===== src/rtl/mmio_decoder_pkg.sv =====
`default_nettype none
// ============================================================================
// Module      : mmio_decoder_pkg
// Description : Shared FSM encoding, core prefixes and helpers for the
//               MMIO decoder.
// Revision    : 1.0 - initial release
// ============================================================================
package mmio_decoder_pkg;

    typedef enum logic [1:0] {
        IDLE   = 2'h0,
        ACCESS = 2'h1,
        RESP   = 2'h2
    } state_t;

    localparam logic [31:0] c_ILLEGAL_INSTRUCTION = 32'h0;

    localparam logic [5:0] c_PREFIX_TRNG        = 6'h00;
    localparam logic [5:0] c_PREFIX_TIMER       = 6'h01;
    localparam logic [5:0] c_PREFIX_UDS         = 6'h02;
    localparam logic [5:0] c_PREFIX_UART        = 6'h03;
    localparam logic [5:0] c_PREFIX_TOUCH_SENSE = 6'h04;
    localparam logic [5:0] c_PREFIX_FW_RAM      = 6'h10;
    localparam logic [5:0] c_PREFIX_TK1         = 6'h3f;

    function automatic logic [7:0] sat_inc8(input logic [7:0] value);
        return (value == 8'hff) ? value : value + 8'd1;
    endfunction

endpackage
`default_nettype wire


===== src/rtl/mmio_decoder_if.sv =====
`default_nettype none
// ============================================================================
// Module      : mmio_decoder_if
// Description : CPU memory port and slave-side bus bundle for mmio_decoder.
// Revision    : 1.0 - initial release
// ============================================================================
interface mmio_decoder_if #(
    parameter int NUM_SLAVES = 8
);
    logic                     cpu_valid;
    logic [31:0]              cpu_addr;
    logic [3:0]               cpu_wstrb;
    logic [31:0]              cpu_wdata;
    logic                     cpu_ready;
    logic [31:0]              cpu_rdata;

    logic [NUM_SLAVES-1:0]    slv_cs;
    logic                     slv_we;
    logic [7:0]               slv_address;
    logic [31:0]              slv_write_data;
    logic [NUM_SLAVES*32-1:0] slv_rdata;
    logic [NUM_SLAVES-1:0]    slv_ready;

    // CPU plus the attached cores, seen from outside the decoder
    modport master (
        output cpu_valid, cpu_addr, cpu_wstrb, cpu_wdata,
        input  cpu_ready, cpu_rdata,
        input  slv_cs, slv_we, slv_address, slv_write_data,
        output slv_rdata, slv_ready
    );

    modport slave (
        input  cpu_valid, cpu_addr, cpu_wstrb, cpu_wdata,
        output cpu_ready, cpu_rdata,
        output slv_cs, slv_we, slv_address, slv_write_data,
        input  slv_rdata, slv_ready
    );
endinterface
`default_nettype wire


===== src/rtl/mmio_decoder_bus_timeout.sv =====
`default_nettype none
// ============================================================================
// Module      : mmio_decoder_bus_timeout
// Description : 8-bit wait counter with clear/enable; flags the last cycle.
// Revision    : 1.0 - initial release
// ============================================================================
module mmio_decoder_bus_timeout #(
    parameter int LIMIT = 255
) (
    input  logic clk,
    input  logic reset_n,
    input  logic i_clear,
    input  logic i_enable,
    output logic o_expired
);
    localparam logic [7:0] c_LAST = 8'(LIMIT - 1);

    logic [7:0] r_count;

    always_ff @(posedge clk or negedge reset_n) begin
        if (!reset_n) begin
            r_count <= '0;
        end else if (i_clear) begin
            r_count <= '0;
        end else if (i_enable) begin
            r_count <= r_count + 8'd1;
        end
    end

    // Fires during the LIMIT-th enabled cycle so the response follows next
    assign o_expired = i_enable && (r_count == c_LAST);

endmodule
`default_nettype wire


===== src/rtl/mmio_decoder.sv =====
`default_nettype none
// ============================================================================
// Module      : mmio_decoder
// Description : Table-driven MMIO slave decoder with timeout, firmware-only
//               access policy and error capture.
// Revision    : 1.0 - initial release
// ============================================================================
module mmio_decoder
    import mmio_decoder_pkg::*;
#(
    parameter int                      NUM_SLAVES     = 8,
    parameter logic [6*NUM_SLAVES-1:0] SLAVE_PREFIXES = {NUM_SLAVES{c_PREFIX_TK1}},
    parameter logic [NUM_SLAVES-1:0]   FW_ONLY_MASK   = '0,
    parameter int                      TIMEOUT_CYCLES = 255,
    parameter logic [31:0]             ERROR_DATA     = 32'h0
) (
    input  logic          clk,
    input  logic          reset_n,
    input  logic          fw_app_mode,
    input  logic          force_trap,
    mmio_decoder_if.slave bus,
    output logic          bus_error,
    output logic [7:0]    err_count,
    output logic [31:0]   err_addr
);
    state_t                r_state;
    logic [3:0]            r_sel;
    logic [NUM_SLAVES-1:0] r_cs;
    logic                  r_ready;
    logic [31:0]           r_rdata;
    logic                  r_bus_error;
    logic [7:0]            r_err_count;
    logic [31:0]           r_err_addr;

    logic                  w_hit;
    logic [3:0]            w_idx;
    logic [NUM_SLAVES-1:0] w_onehot;
    logic                  w_fw_only;
    logic                  w_sel_ready;
    logic [31:0]           w_sel_rdata;
    logic                  w_expired;
    logic                  w_unused_addr;

    // Descending scan so the lowest matching slot is the one that sticks
    always_comb begin
        w_hit     = 1'b0;
        w_idx     = '0;
        w_onehot  = '0;
        w_fw_only = 1'b0;
        for (int i = NUM_SLAVES - 1; i >= 0; i--) begin
            if (bus.cpu_addr[29:24] == SLAVE_PREFIXES[6*i +: 6]) begin
                w_hit       = 1'b1;
                w_idx       = 4'(i);
                w_onehot    = '0;
                w_onehot[i] = 1'b1;
                w_fw_only   = FW_ONLY_MASK[i];
            end
        end
    end

    always_comb begin
        w_sel_ready = 1'b0;
        w_sel_rdata = '0;
        for (int i = 0; i < NUM_SLAVES; i++) begin
            if (r_sel == 4'(i)) begin
                w_sel_ready = bus.slv_ready[i];
                w_sel_rdata = bus.slv_rdata[32*i +: 32];
            end
        end
    end

    mmio_decoder_bus_timeout #(
        .LIMIT     (TIMEOUT_CYCLES)
    ) u_bus_timeout (
        .clk       (clk),
        .reset_n   (reset_n),
        .i_clear   (r_state != ACCESS),
        .i_enable  (r_state == ACCESS),
        .o_expired (w_expired)
    );

    always_ff @(posedge clk or negedge reset_n) begin
        if (!reset_n) begin
            r_state     <= IDLE;
            r_sel       <= '0;
            r_cs        <= '0;
            r_ready     <= 1'b0;
            r_rdata     <= '0;
            r_bus_error <= 1'b0;
            r_err_count <= '0;
            r_err_addr  <= '0;
        end else begin
            r_ready     <= 1'b0;
            r_bus_error <= 1'b0;
            case (r_state)
                IDLE: begin
                    if (bus.cpu_valid) begin
                        r_state <= RESP;
                        r_ready <= 1'b1;
                        if (force_trap) begin
                            r_rdata <= c_ILLEGAL_INSTRUCTION;
                        end else if (!w_hit || (fw_app_mode && w_fw_only)) begin
                            r_rdata     <= ERROR_DATA;
                            r_bus_error <= 1'b1;
                            r_err_count <= sat_inc8(r_err_count);
                            r_err_addr  <= bus.cpu_addr;
                        end else begin
                            r_state <= ACCESS;
                            r_ready <= 1'b0;
                            r_sel   <= w_idx;
                            r_cs    <= w_onehot;
                        end
                    end
                end
                ACCESS: begin
                    // Ready takes priority over a timeout in the same cycle
                    if (w_sel_ready || w_expired) begin
                        r_state <= RESP;
                        r_ready <= 1'b1;
                        r_cs    <= '0;
                        if (w_sel_ready) begin
                            r_rdata <= w_sel_rdata;
                        end else begin
                            r_rdata     <= ERROR_DATA;
                            r_bus_error <= 1'b1;
                            r_err_count <= sat_inc8(r_err_count);
                            r_err_addr  <= bus.cpu_addr;
                        end
                    end
                end
                RESP: begin
                    r_state <= IDLE;
                end
                default: begin
                    r_state <= IDLE;
                end
            endcase
        end
    end

    assign bus.cpu_ready      = r_ready;
    assign bus.cpu_rdata      = r_rdata;
    assign bus.slv_cs         = r_cs;
    assign bus.slv_we         = |bus.cpu_wstrb;
    assign bus.slv_address    = bus.cpu_addr[9:2];
    assign bus.slv_write_data = bus.cpu_wdata;
    assign bus_error          = r_bus_error;
    assign err_count          = r_err_count;
    assign err_addr           = r_err_addr;

    assign w_unused_addr = &{1'b0, bus.cpu_addr[31:30], bus.cpu_addr[23:10], bus.cpu_addr[1:0]};

endmodule
`default_nettype wire

===== src/flat_wrapper.sv =====
// flat-port wrapper written by rule: the top's interface ports become plain ports
module mmio_decoder_flat import mmio_decoder_pkg::*;
#(
    parameter int                      NUM_SLAVES     = 8,
    parameter logic [6*NUM_SLAVES-1:0] SLAVE_PREFIXES = {NUM_SLAVES{c_PREFIX_TK1}},
    parameter logic [NUM_SLAVES-1:0]   FW_ONLY_MASK   = '0,
    parameter int                      TIMEOUT_CYCLES = 255,
    parameter logic [31:0]             ERROR_DATA     = 32'h0
)
  (clk, reset_n, fw_app_mode, force_trap, bus_error, err_count, err_addr, bus_cpu_valid, bus_cpu_addr, bus_cpu_wstrb, bus_cpu_wdata, bus_cpu_ready, bus_cpu_rdata, bus_slv_cs, bus_slv_we, bus_slv_address, bus_slv_write_data, bus_slv_rdata, bus_slv_ready);
  mmio_decoder_if #(.NUM_SLAVES(NUM_SLAVES)) bus_i ();
  input  logic clk;
  input  logic reset_n;
  input  logic fw_app_mode;
  input  logic force_trap;
  output logic bus_error;
  output logic [7:0] err_count;
  output logic [31:0] err_addr;
  input wire logic [$bits(bus_i.cpu_valid)-1:0] bus_cpu_valid;
  input wire logic [$bits(bus_i.cpu_addr)-1:0] bus_cpu_addr;
  input wire logic [$bits(bus_i.cpu_wstrb)-1:0] bus_cpu_wstrb;
  input wire logic [$bits(bus_i.cpu_wdata)-1:0] bus_cpu_wdata;
  output wire logic [$bits(bus_i.cpu_ready)-1:0] bus_cpu_ready;
  output wire logic [$bits(bus_i.cpu_rdata)-1:0] bus_cpu_rdata;
  output wire logic [$bits(bus_i.slv_cs)-1:0] bus_slv_cs;
  output wire logic [$bits(bus_i.slv_we)-1:0] bus_slv_we;
  output wire logic [$bits(bus_i.slv_address)-1:0] bus_slv_address;
  output wire logic [$bits(bus_i.slv_write_data)-1:0] bus_slv_write_data;
  input wire logic [$bits(bus_i.slv_rdata)-1:0] bus_slv_rdata;
  input wire logic [$bits(bus_i.slv_ready)-1:0] bus_slv_ready;
  assign bus_i.cpu_valid = bus_cpu_valid;
  assign bus_i.cpu_addr = bus_cpu_addr;
  assign bus_i.cpu_wstrb = bus_cpu_wstrb;
  assign bus_i.cpu_wdata = bus_cpu_wdata;
  assign bus_cpu_ready = bus_i.cpu_ready;
  assign bus_cpu_rdata = bus_i.cpu_rdata;
  assign bus_slv_cs = bus_i.slv_cs;
  assign bus_slv_we = bus_i.slv_we;
  assign bus_slv_address = bus_i.slv_address;
  assign bus_slv_write_data = bus_i.slv_write_data;
  assign bus_i.slv_rdata = bus_slv_rdata;
  assign bus_i.slv_ready = bus_slv_ready;
  mmio_decoder #(.NUM_SLAVES(NUM_SLAVES), .SLAVE_PREFIXES(SLAVE_PREFIXES), .FW_ONLY_MASK(FW_ONLY_MASK), .TIMEOUT_CYCLES(TIMEOUT_CYCLES), .ERROR_DATA(ERROR_DATA)) u_core (.clk(clk), .reset_n(reset_n), .fw_app_mode(fw_app_mode), .force_trap(force_trap), .bus(bus_i), .bus_error(bus_error), .err_count(err_count), .err_addr(err_addr));
endmodule

===== config.mk =====
export PLATFORM = sky130hd
export DESIGN_NAME = mmio_decoder_flat
export DESIGN_NICKNAME = d
export VERILOG_FILES = /design/src/rtl/mmio_decoder_pkg.sv /design/src/rtl/mmio_decoder_if.sv /design/src/rtl/mmio_decoder_bus_timeout.sv /design/src/rtl/mmio_decoder.sv /design/src/flat_wrapper.sv
export SDC_FILE = /design/constraint.sdc
export NUM_CORES = 1
export LEC_CHECK = 0
export BUFFER_PORTS_ARGS = -buffer_cell sky130_fd_sc_hd__buf_2
export CORE_AREA = 2 2 180 182
export CTS_CLUSTER_DIAMETER = 150
export CTS_CLUSTER_SIZE = 20
export DETAILED_ROUTE_END_ITERATION = 10
export DIE_AREA = 0 0 182 184
export PLACE_DENSITY = 0.46
export SYNTH_ARGS = -nofsm -noshare
export SYNTH_HDL_FRONTEND = slang
export SYNTH_HIERARCHICAL = 1
export SYNTH_SLANG_ARGS = --single-unit

===== constraint.sdc =====
create_clock -name clk -period 3.1 [get_ports clk]
set_input_delay 0.155 -clock clk [delete_from_list [all_inputs] [get_ports clk]]
set_output_delay 0.155 -clock clk [all_outputs]
set_load 0.05 [all_outputs]

==> Yosys cells after proc, flatten, opt, wreduce, memory -nomap -nowiden <==
Cells that the tools add are included.
{ "word_totals": {"ff_bits": 92, "output_inout_bits": 123} }
{ "classes": {"addsub": 2, "eq_ne": 12, "muxes": 43, "n_reduce_logical": 10} }
{ "ops": {"columns": ["cell", "n"], "rows": [
  ["$mux 32", 10],
  ["$pmux 32 s2", 2],
  ["$mux 8", 12],
  ["$pmux 8 s2", 2],
  ["$add 8x1->8 const B", 2],
  ["$eq 8x8->1 const B", 2],
  ["$mux 1", 10],
  ["$mux 2", 4],
  ["$ne 2x2->1 const B", 4],
  ["$eq 6x6->1 const B", 1],
  ["$ne 2x1->1 const B", 3],
  ["$reduce_and 6->1", 1],
  ["$reduce_and 5->1", 1],
  ["$pmux 1 s2", 2],
  ["$pmux 2 s2", 1],
  ["$reduce_and 4->1", 1],
  ["$reduce_bool 2->1", 2],
  ["$reduce_or 4->1", 1],
  ["$ne 3x3->1 const B", 1],
  ["$eq 2x1->1 const B", 1],
  ["$logic_not 2->1", 1],
  ["$reduce_and 2->1", 1],
  ["$logic_and 1x1->1", 1],
  ["$logic_or 1x1->1", 1]
]} }

==> Logic depth before layout (Yosys ltp) <==
Gate-level depths: netlist (run 1).
{ "depth": {"word_depth": 6, "mapped_depth": 10, "mapped_depth_nobuf": 8} }

==> Modules after synthesis <==
Netlist (run 1), hierarchy kept.
{ "modules_own_cells": {"columns": ["mod", "n_inst", "cells_each", "area_each_um2"], "rows": [
  ["mmio_decoder", 1, 245, 3440.8],
  ["mmio_decoder_bus_timeout", 1, 41, 411.6]
]} }

==> Worst setup path after synthesis (run 1) <==
OpenSTA, ideal clock, no wires.
{ "synth_path": {"kind": "register -> register", "start": "register u_core.r_state[1]", "end": "register u_core.r_rdata[0], in the netlist u_core/bus.cpu_rdata[0]", "setup_time_ps": 121, "arrival_time_ps": 1902, "setup_slack_ps": 1077, "path_stages_with_launch": 11, "synth_period_minus_slack_ps": 2023, "path_cell_list": "dfrtp_1 > nand2b_1 > inv_2 > buf_4 > nand4_1 > nor2_1 > o21ai_1 > a21o_1 > buf_4 > buf_4 > a22o_1"} }
{ "synth_via": {"elab_chain_len": 5, "elab_cells_between_ends": 10, "classes_between": "4 x eq/ne; 1 x mux; 5 x reduce/logical"} }
{ "synth_rtl": {"columns": ["element", "line", "text"], "rows": [
  ["start, declared", "mmio_decoder.sv:26", "state_t r_state;"],
  ["start signal, assigned", "mmio_decoder.sv:84", "r_state <= IDLE;"],
  ["start signal, assigned", "mmio_decoder.sv:98", "r_state <= RESP;"],
  ["start signal, assigned", "mmio_decoder.sv:108", "r_state <= ACCESS;"],
  ["$eq 2x1->1", "mmio_decoder.sv:78", ".i_enable (r_state == ACCESS),"],
  ["$logic_and 1x1->1", "mmio_decoder_bus_timeout.sv:31", "assign o_expired = i_enable && (r_count == c_LAST);"],
  ["named net u_core.w_expired", "mmio_decoder.sv:41", "logic w_expired;"],
  ["$logic_or 1x1->1", "mmio_decoder.sv:117", "if (w_sel_ready || w_expired) begin"],
  ["$ne 2x1->1 (no source line)", null, null],
  ["$reduce_and 4->1 (no source line)", null, null],
  ["end signal, assigned", "mmio_decoder.sv:101", "r_rdata <= c_ILLEGAL_INSTRUCTION;"],
  ["end signal, assigned", "mmio_decoder.sv:122", "r_rdata <= w_sel_rdata;"],
  ["end, declared", "mmio_decoder.sv:30", "logic [31:0] r_rdata;"]
]} }
The timed path passes the listed nets, and every way through them passes these cells.
A chain may end at the register's enable or synchronous reset.

==> Worst setup path after layout (run 1) <==
{ "layout_path": {"start": "register u_core.r_state[1]", "end": "register u_core.r_err_addr[3], in the netlist u_core/err_addr[3]"} }
{ "layout_via": {"elab_chain_len": 5, "elab_cells_between_ends": 12, "classes_between": "6 x eq/ne; 1 x mux; 5 x reduce/logical"} }
{ "layout_rtl": {"columns": ["element", "line", "text"], "rows": [
  ["$eq 2x1->1", "mmio_decoder.sv:78", null],
  ["$logic_and 1x1->1", "mmio_decoder_bus_timeout.sv:31", null],
  ["named net u_core.w_expired", "mmio_decoder.sv:41", null],
  ["$logic_or 1x1->1", "mmio_decoder.sv:117", null],
  ["$ne 2x1->1 (no source line)", null, null],
  ["$reduce_and 6->1 (no source line)", null, null],
  ["end signal, assigned", "mmio_decoder.sv:106", "r_err_addr <= bus.cpu_addr;"],
  ["end signal, assigned", "mmio_decoder.sv:127", "r_err_addr <= bus.cpu_addr;"],
  ["end, declared", "mmio_decoder.sv:33", "logic [31:0] r_err_addr;"]
]} }
The timed path passes the listed nets, and every way through them passes these cells.

==> results.sh, run 1 <==
export IMPL_path_max_fanout=17
export IMPL_synth_cells=286
export IMPL_max_cap_violations=0
export IMPL_die_area_sq_um=33500
export IMPL_fmax_mhz=416
export IMPL_drive_above_1_share_pct=50.1
export IMPL_seq_area_sq_um=2130
export IMPL_vias=2632
export IMPL_synth_common_cells="dfrtp_1, buf_4, a22o_1"
export IMPL_nFillCells=3480
export IMPL_antenna_found_initial=2
export IMPL_ant_nets=0
export IMPL_cts_tree="done"
export IMPL_arrival_ps=2630
export IMPL_rsz0062_at_grt="false"
export IMPL_path_clk_slew_ps=60
export IMPL_clock_sinks=85
export IMPL_status="finished clean"
export IMPL_worstReg2RegEnd="u_core/err_addr[3]"
export IMPL_area_growth_pct=39.1
export IMPL_coreArea_sq_um=31400
export IMPL_fin_crit_sh_pct=77.5
export IMPL_routedWlPerCell_um=12.8
export IMPL_ir_drop_mv=0.484
export IMPL_r2r_cells=8
export IMPL_htree_levels=3
export IMPL_reg2reg_slack_ps=700
export IMPL_synthDominantCellAreaShare_pct=55.2
export IMPL_via_per_inst=3.16
export IMPL_hold_violations=0
export IMPL_min_to="u_core/bus.cpu_rdata[30]"
export IMPL_setup_ws_ps=699
export IMPL_drt_iter0_markers=62
export IMPL_hold_path_class="in2reg"
export IMPL_finalSetupViolCount=0
export IMPL_yosysMostFrequentCell="dfrtp_1"
export IMPL_avgSynthCellArea_sq_um=13.5
export IMPL_ys_types=39
export IMPL_synth_area_leaders="dfrtp_1, mux2_4, buf_4"
export IMPL_grt_usage_pct=6.41
export IMPL_cp_start_kind="flip-flop"
export IMPL_powerDensity_nw_per_um2=664
export IMPL_die_h_um=184
export IMPL_ys_seq_area_share_pct=55.2
export IMPL_portBuffers=156
export IMPL_async_reset_ff_share_pct=100
export IMPL_post_route_drc_count=0
export IMPL_end_kind="flip-flop"
export IMPL_final_max_slew_viol_count=0
export IMPL_globalplace_congestion=0.667
export IMPL_cts_setup_buffers=0
export IMPL_power_leakage_nw=2.62
export IMPL_drtPass1Iterations=4
export IMPL_min_delay_start="bus_slv_rdata[30]"
export IMPL_cts_resized=0
export IMPL_slew_headroom_pct=62.3
export IMPL_ys_ff_latch=85
export IMPL_worst_pin_slew_ps=566
export IMPL_clock_latency_ps=350
export IMPL_clock_path_buffers=2
export IMPL_syn_cell_area_sq_um=3850
export IMPL_cts_made_buffers=9
export IMPL_fin_nets=766
export IMPL_r2r_start="u_core/r_state[1]"
export IMPL_path_class="reg2reg"
export IMPL_skew_ps=7.64
export IMPL_fin_tns_setup_ps=0
export IMPL_row_count=65
export IMPL_ioPinCount=460
export IMPL_wirelength_um=10700
export IMPL_synth_edf_count=0
export IMPL_die_w_um=182
export IMPL_worst_ep_required_time_ps=3330
export IMPL_grt_pass1_vias=2608
export IMPL_grt_pass1_wl_um=15700
export IMPL_hold_depth=2
export IMPL_period_minus_slack_ps=2400
export IMPL_synthFlopType="dfrtp_1"
export IMPL_cts_root_buffer="clkbuf_16"
export IMPL_grt_max_degree=47
export IMPL_yosys_warnings=6
export IMPL_hpwlAfterDp_um=7580
export IMPL_yosysTopAreaCell="dfrtp_1"
export IMPL_post_place_ws_ps=649
export IMPL_initial_core_util_pct=12.3
export IMPL_multi_input_area_sq_um=1280
export IMPL_grt_overflow_total=0
## layout by cell type, fill, tap and decap left out, types with 2 or more instances in the layout
cell / count
buf_12: 3
mux2_2: 4
mux2_4: 28
conb_1: 7
a22o_1: 32
nor2_1: 9
nand2b_1: 2
inv_1: 4
dlygate4sd3_1: 21
dfrtp_1: 85
or3_1: 3
clkbuf_16: 9
a21oi_1: 5
clkinv_4: 2
bufinv_16: 3
and3_1: 2
nand2_1: 4
xnor2_1: 6
ha_1: 3
buf_2: 155
nor4_1: 2
xor2_1: 4
nand4_1: 7
o21ai_0: 5
buf_4: 4
and4_1: 2
nand3_1: 3
## flip-flops by register name, indices dropped and copies added, names as in the netlist
name                          flops
u_core/bus.slv_cs                 1
u_core/err_addr                  32
u_core/u_bus_timeout/r_count      8
u_core/bus.cpu_ready              1
u_core/bus_error                  1
u_core/bus.cpu_rdata             32
u_core/r_state                    2
u_core/err_count                  8
## where the power goes
group / internal, W / switching (W) / total (W)
sequential: 0.00123 / 0.0000892 / 0.00132
clock: 0.000813 / 0.000470 / 0.00128
combinational: 0.000292 / 0.000664 / 0.000956
total: 0.00234 / 0.00122 / 0.00356
## metal layers
| metal | up-vias | GRT usage, % | wire length [um] | part of all wire (%) |
|---|---|---|---|---|
| met5 | - | 0 | 11 | 0.10 |
| met3 | 16 | 4.24 | 1510 | 14 |
| met4 | 2 | 2.90 | 192 | 1.8 |
| met1 | 1239 | 7.63 | 4530 | 42 |
| met2 | 134 | 8.89 | 4410 | 41 |
| li1 | 1241 | - | - | - |
## what timing repair did
item                                    CTS  global route
endpoints found under the hold margin    59             0
hold buffers                             21             0
endpoints found under the setup margin    0             0
## how the worst max path moves through the flow
| stage | depth (start not counted) | startpoint | to |
|---|---|---|---|
| after floorplan | 10 | u_core/r_state[1] | u_core/bus.cpu_rdata[0] |
| after global placement | 8 | u_core/r_state[1] | u_core/err_addr[3] |
| after detailed placement | 8 | u_core/r_state[1] | u_core/err_addr[3] |
| after CTS | 8 | u_core/r_state[1] | u_core/err_addr[3] |
| after global routing | 8 | u_core/r_state[1] | u_core/err_addr[3] |
| final | 8 | u_core/r_state[1] | u_core/err_addr[3] |
## kinds of logic after synthesis
group	synth area share (%)
mux	12.4
compound gates	10.1
flops	55.2
other cells	0.0973
buf+inv	12.1
simple gates	6.82
xor+xnor	2.27
fa+ha+maj	0.974
## final cells by class
type / instances / share of cell area, %
Sequential cell: 85 / 39.7
Multi-Input combinational cell: 142 / 23.9
Timing Repair Buffer: 183 / 20.1
Tap cell: 402 / 9.39
Clock buffer: 11 / 4.53
Clock inverter: 5 / 2.01
Inverter: 5 / 0.350
Antenna cell: 1 / 0.0467
## stage by stage
stage / util (%) / instance area [sq um] / hold slack, ps / cells / power, W
floorplan: - / 3870 / -141 / 292 / 0.00214
global placement: 15.3 / 4800 / 196 / 796 / 0.00229
detailed placement: 15.3 / 4800 / 190 / 796 / 0.00229
CTS: 17.1 / 5360 / 0.420 / 833 / 0.00365
global route: 17.1 / 5360 / 8.96 / 833 / 0.00375
finish: 17.1 / 5360 / 28.7 / 834 / 0.00356
## worst max-delay path: stages (launching register included)
cell and delay [ps]:
dfrtp_1 430, nand2b_1 200, inv_2 200, nand4_1 120, nor2_1 270, nand3b_4 150, nand2_4 300, buf_12 240
mux2_2 350
(Power assumes the default switching activity.)
==> run 2: changes to the inputs <==
CORE_AREA = 2 2 177 179   (was 2 2 180 182)
DIE_AREA = 0 0 179 181   (was 0 0 182 184)
PLACE_DENSITY = 0.47   (was 0.46)
clock period = 2.3 ns   (was 3.1 ns; I/O delays follow)
==> results.sh, run 2 (synthesis results as in run 1) <==
export IMPL_status="finished clean"
export IMPL_clock_latency_ps=350
export IMPL_cp_start_kind="flip-flop"
export IMPL_via_per_inst=3.25
export IMPL_drive_above_1_share_pct=47.1
export IMPL_hold_violations=0
export IMPL_grt_usage_pct=6.88
export IMPL_clock_sinks=85
export IMPL_placed_cells=795
export IMPL_end_kind="flip-flop"
export IMPL_row_count=64
export IMPL_drt_iter0_markers=67
export IMPL_grt_overflow_total=0
export IMPL_hpwlAfterDp_um=7860
export IMPL_mostFrequentLayoutCells="buf_2, dfrtp_1, dlygate4sd3_1, a22o_1, mux2_4"
export IMPL_path_class="reg2reg"
export IMPL_grt_pass1_vias=2963
export IMPL_max_cap_violations=0
export IMPL_routedWlPerCell_um=12.7
export IMPL_ant_nets=0
export IMPL_path_max_fanout=17
export IMPL_globalplace_congestion=0.670
export IMPL_rsz0062_at_grt="false"
export IMPL_power_leakage_nw=2.77
export IMPL_initial_core_util_pct=12.7
export IMPL_fmax_mhz=477
export IMPL_clock_path_buffers=2
export IMPL_worst_ep_required_time_ps=2530
export IMPL_htree_levels=3
export IMPL_crit_chain="inv_1, ha_1, nand4_1, nor2_1, nand3b_4, nand2_4, buf_12, mux2_2"
export IMPL_crit_family="simple AND/OR/NAND/NOR gates"
export IMPL_fin_cells=868
export IMPL_grt_max_degree=46
export IMPL_die_h_um=181
export IMPL_post_route_drc_count=0
export IMPL_cts_root_buffer="clkbuf_16"
export IMPL_crit_buf_inv=2
export IMPL_fin_util_pct=18.8
export IMPL_layout_commonest_cell="buf_2"
export IMPL_drtPass1Iterations=4
export IMPL_die_area_sq_um=32400
export IMPL_setup_ws_ps=202
export IMPL_reg2reg_slack_ps=200
export IMPL_antenna_found_initial=2
export IMPL_post_place_ws_ps=213
export IMPL_cts_tree="done"
export IMPL_wirelength_um=11000
export IMPL_max_stage_delay_ps=450
export IMPL_cp_slowest_cell="dfrtp_1"
export IMPL_fin_nets=806
export IMPL_die_w_um=179
export IMPL_finalSetupViolCount=0
export IMPL_area_growth_pct=47.9
export IMPL_ir_drop_mv=0.718
export IMPL_cts_made_buffers=9
export IMPL_fin_tns_setup_ps=0
export IMPL_vias=2820
export IMPL_final_max_slew_viol_count=0
export IMPL_ioPinCount=460
export IMPL_coreArea_sq_um=30300
export IMPL_arrival_ps=2330
export IMPL_grt_pass1_wl_um=16600
export IMPL_fin_crit_sh_pct=91.2
export IMPL_path_clk_slew_ps=80
export IMPL_powerDensity_nw_per_um2=815
export IMPL_p_total_w=0.00464
export IMPL_skew_ps=14.2
export IMPL_portBuffers=156
export IMPL_period_minus_slack_ps=2100
export IMPL_hold_path_class="in2reg"
-- run 2: cell types whose count changed in the layout (fill, tap and decap cells not counted), sizes merged --
| cell | change |
|---|---|
| dlygate4sd3 | +35 |
| buf | +5 |
| inv | +5 |
| bufinv | -3 |
| clkbuf | -2 |
-- run 2: final cells by class --
type	instances	area (sq um)
Clock buffer	9	225
Sequential cell	85	2130
Multi-Input combinational cell	142	1280
Antenna cell	1	2.50
Clock inverter	7	83.8
Fill cell	3301	24700
Timing Repair Buffer	223	1460
Inverter	5	18.8
Tap cell	396	495
-- run 2: per-layer routing --
metal | vias to the layer above | track usage (%) | share of wire [%] | wire (um)
met5 | - | 0 | 0.12 | 13
met4 | 2 | 2.73 | 1.9 | 209
met3 | 20 | 4.19 | 12 | 1340
met2 | 136 | 10.1 | 43 | 4750
met1 | 1336 | 8.05 | 43 | 4730
li1 | 1326 | - | - | -
-- run 2: what timing repair did --
action / 4_1_cts / 5_1_grt
hold buffers: 56 / 0
gates resized for setup: 0 / 0
endpoints found under the hold margin: 119 / 0
setup buffers: 0 / 0
-- run 2: where the power goes --
part	leakage [nW]	switching (W)	internal [W]
Combinational	1.52	0.000913	0.000435
Clock	0.152	0.000733	0.000783
Sequential	1.10	0.000120	0.00166
Total	2.77	0.00176	0.00288
-- run 2: stage by stage --
stage | hold WS (ps) | instance area [sq um]
after floorplan | -181 | 3870
after global placement | 3.12 | 4830
after detailed placement | 4.72 | 4830
after CTS | 1.29 | 5700
after global routing | 1.03 | 5700
final | 11.5 | 5700
-- run 2: final timing paths --
kind,from,to,depth (start not counted)
max,u_core/u_bus_timeout/r_count[0],u_core/err_addr[3],8
min,bus_cpu_addr[31],u_core/err_addr[31],2
max reg2reg,u_core/u_bus_timeout/r_count[0],u_core/err_addr[3],8
min reg2reg,u_core/bus.cpu_rdata[4],u_core/bus.cpu_rdata[4],1
max in group asynchronous,reset_n,u_core/bus.cpu_rdata[4],3
min in group asynchronous,reset_n,u_core/bus.cpu_rdata[20],2
==> run 3: changes to the inputs <==
REMOVE_ABC_BUFFERS = 1   (was default)
==> results.sh, run 3 (synthesis results as in run 1) <==
export IMPL_worstReg2RegEnd="u_core/err_addr[6]"
export IMPL_rsz0062_at_grt="false"
export IMPL_drt_iter0_markers=101
export IMPL_power_leakage_nw=2.71
export IMPL_via_per_inst=3.26
export IMPL_initial_core_util_pct=12.7
export IMPL_cts_tree="done"
export IMPL_end_kind="flip-flop"
export IMPL_fin_crit_sh_pct=91.9
export IMPL_row_count=64
export IMPL_cts_made_buffers=9
export IMPL_fmax_mhz=473
export IMPL_antenna_found_initial=3
export IMPL_setup_ws_ps=187
export IMPL_ioPinCount=460
export IMPL_hold_violations=0
export IMPL_ir_drop_mv=0.559
export IMPL_r2r_cells=8
export IMPL_hold_path_class="in2reg"
export IMPL_clock_sinks=85
export IMPL_r2r_start="u_core/r_state[1]"
export IMPL_cp_start_kind="flip-flop"
export IMPL_period_minus_slack_ps=2110
export IMPL_max_cap_violations=0
export IMPL_p_total_w=0.00475
export IMPL_nFillCells=3309
export IMPL_fin_hold_ws_ps=17.9
export IMPL_hpwlAfterDp_um=18700
export IMPL_die_area_sq_um=32400
export IMPL_area_growth_pct=44.2
export IMPL_crit_path_end="u_core/err_addr[6]"
export IMPL_path_class="reg2reg"
export IMPL_fin_nets=791
export IMPL_post_place_ws_ps=181
export IMPL_final_max_slew_viol_count=0
export IMPL_grt_max_degree=41
export IMPL_finalSetupViolCount=0
export IMPL_arrival_ps=2330
export IMPL_globalplace_congestion=0.786
export IMPL_portBuffers=156
export IMPL_reg2reg_slack_ps=190
export IMPL_path_clk_slew_ps=60
export IMPL_cts_resized=0
export IMPL_clock_latency_ps=340
export IMPL_cts_root_buffer="clkbuf_16"
export IMPL_htree_levels=3
export IMPL_vias=2787
export IMPL_grt_usage_pct=13.5
export IMPL_mostFrequentLayoutCells="buf_2, dfrtp_1, dlygate4sd3_1, a22o_1, mux2_4"
export IMPL_clock_path_buffers=2
export IMPL_ant_nets=0
export IMPL_die_h_um=181
export IMPL_die_w_um=179
export IMPL_placed_cells=794
export IMPL_worst_ep_required_time_ps=2520
export IMPL_post_route_drc_count=0
export IMPL_skew_ps=9.46
export IMPL_grt_overflow_total=0
export IMPL_startpoint="u_core/r_state[1]"
export IMPL_coreArea_sq_um=30300
export IMPL_holdBufCountCts=42
export IMPL_drtPass1Iterations=4
export IMPL_fin_cells=854
export IMPL_path_max_fanout=16
export IMPL_cts_setup_buffers=0
export IMPL_wirelength_um=21700
export IMPL_grt_pass1_wl_um=28100
export IMPL_routedWlPerCell_um=25.4
export IMPL_fin_tns_setup_ps=0
export IMPL_powerDensity_nw_per_um2=855
export IMPL_status="finished clean"
export IMPL_grt_pass1_vias=2893
export IMPL_layout_commonest_cell="buf_2"
export IMPL_drive_above_1_share_pct=48.4
run 3: how the worst min path moves through the flow:
stage	cells past startpoint	to	slack, ps	startpoint
2_1_floorplan	0	u_core/bus.cpu_rdata[0]	-180	reset_n
3_3_place_gp	1	u_core/err_addr[18]	90	reset_n
3_5_place_dp	1	u_core/err_addr[18]	90	reset_n
4_1_cts	2	u_core/bus.cpu_rdata[13]	0.2	bus_slv_rdata[13]
5_1_grt	2	u_core/bus.cpu_rdata[13]	10	bus_slv_rdata[13]
6_report	2	u_core/bus.cpu_rdata[13]	20	bus_slv_rdata[13]
run 3: cell type report:
type	instances	area [sq um]	area share (%)
clock inverters	5	83.8	1.51
flip-flops and latches	85	2130	38.3
inverters	5	18.8	0.338
clock buffers	10	239	4.30
multi-input cells	142	1280	23.1
repair buffers	208	1300	23.5
well taps	396	495	8.92
diodes	3	7.51	0.135
run 3: critical path: stages, from the launching register on:
cell and delay [ps]:
dfrtp_1 440, nand2b_1 200, inv_2 60, nand4_1 80, nor2_1 280, nand3b_4 160, nand2_4 200, buf_12 200
mux2_2 350
run 3: where the power goes:
group          total (W)  switching [W]  internal [W]
Combinational    0.00136       0.000945      0.000415
Sequential       0.00179       0.000135       0.00166
Clock            0.00160       0.000620      0.000979
run 3: per-layer routing:
layer	share of wire (%)	global-route usage (%)	wire, um
met5	0	0	0
met4	0.47	1.76	103
met3	30	19.1	6500
met2	43	20.2	9330
met1	27	10.3	5780
run 3: through the flow:
stage / utilization, % / cell area [sq um]
floorplan: - / 3430
CTS: 18.3 / 5550
detailed placement: 15.8 / 4810
global route: 18.3 / 5550
finish: 18.3 / 5560
global placement: 15.8 / 4810
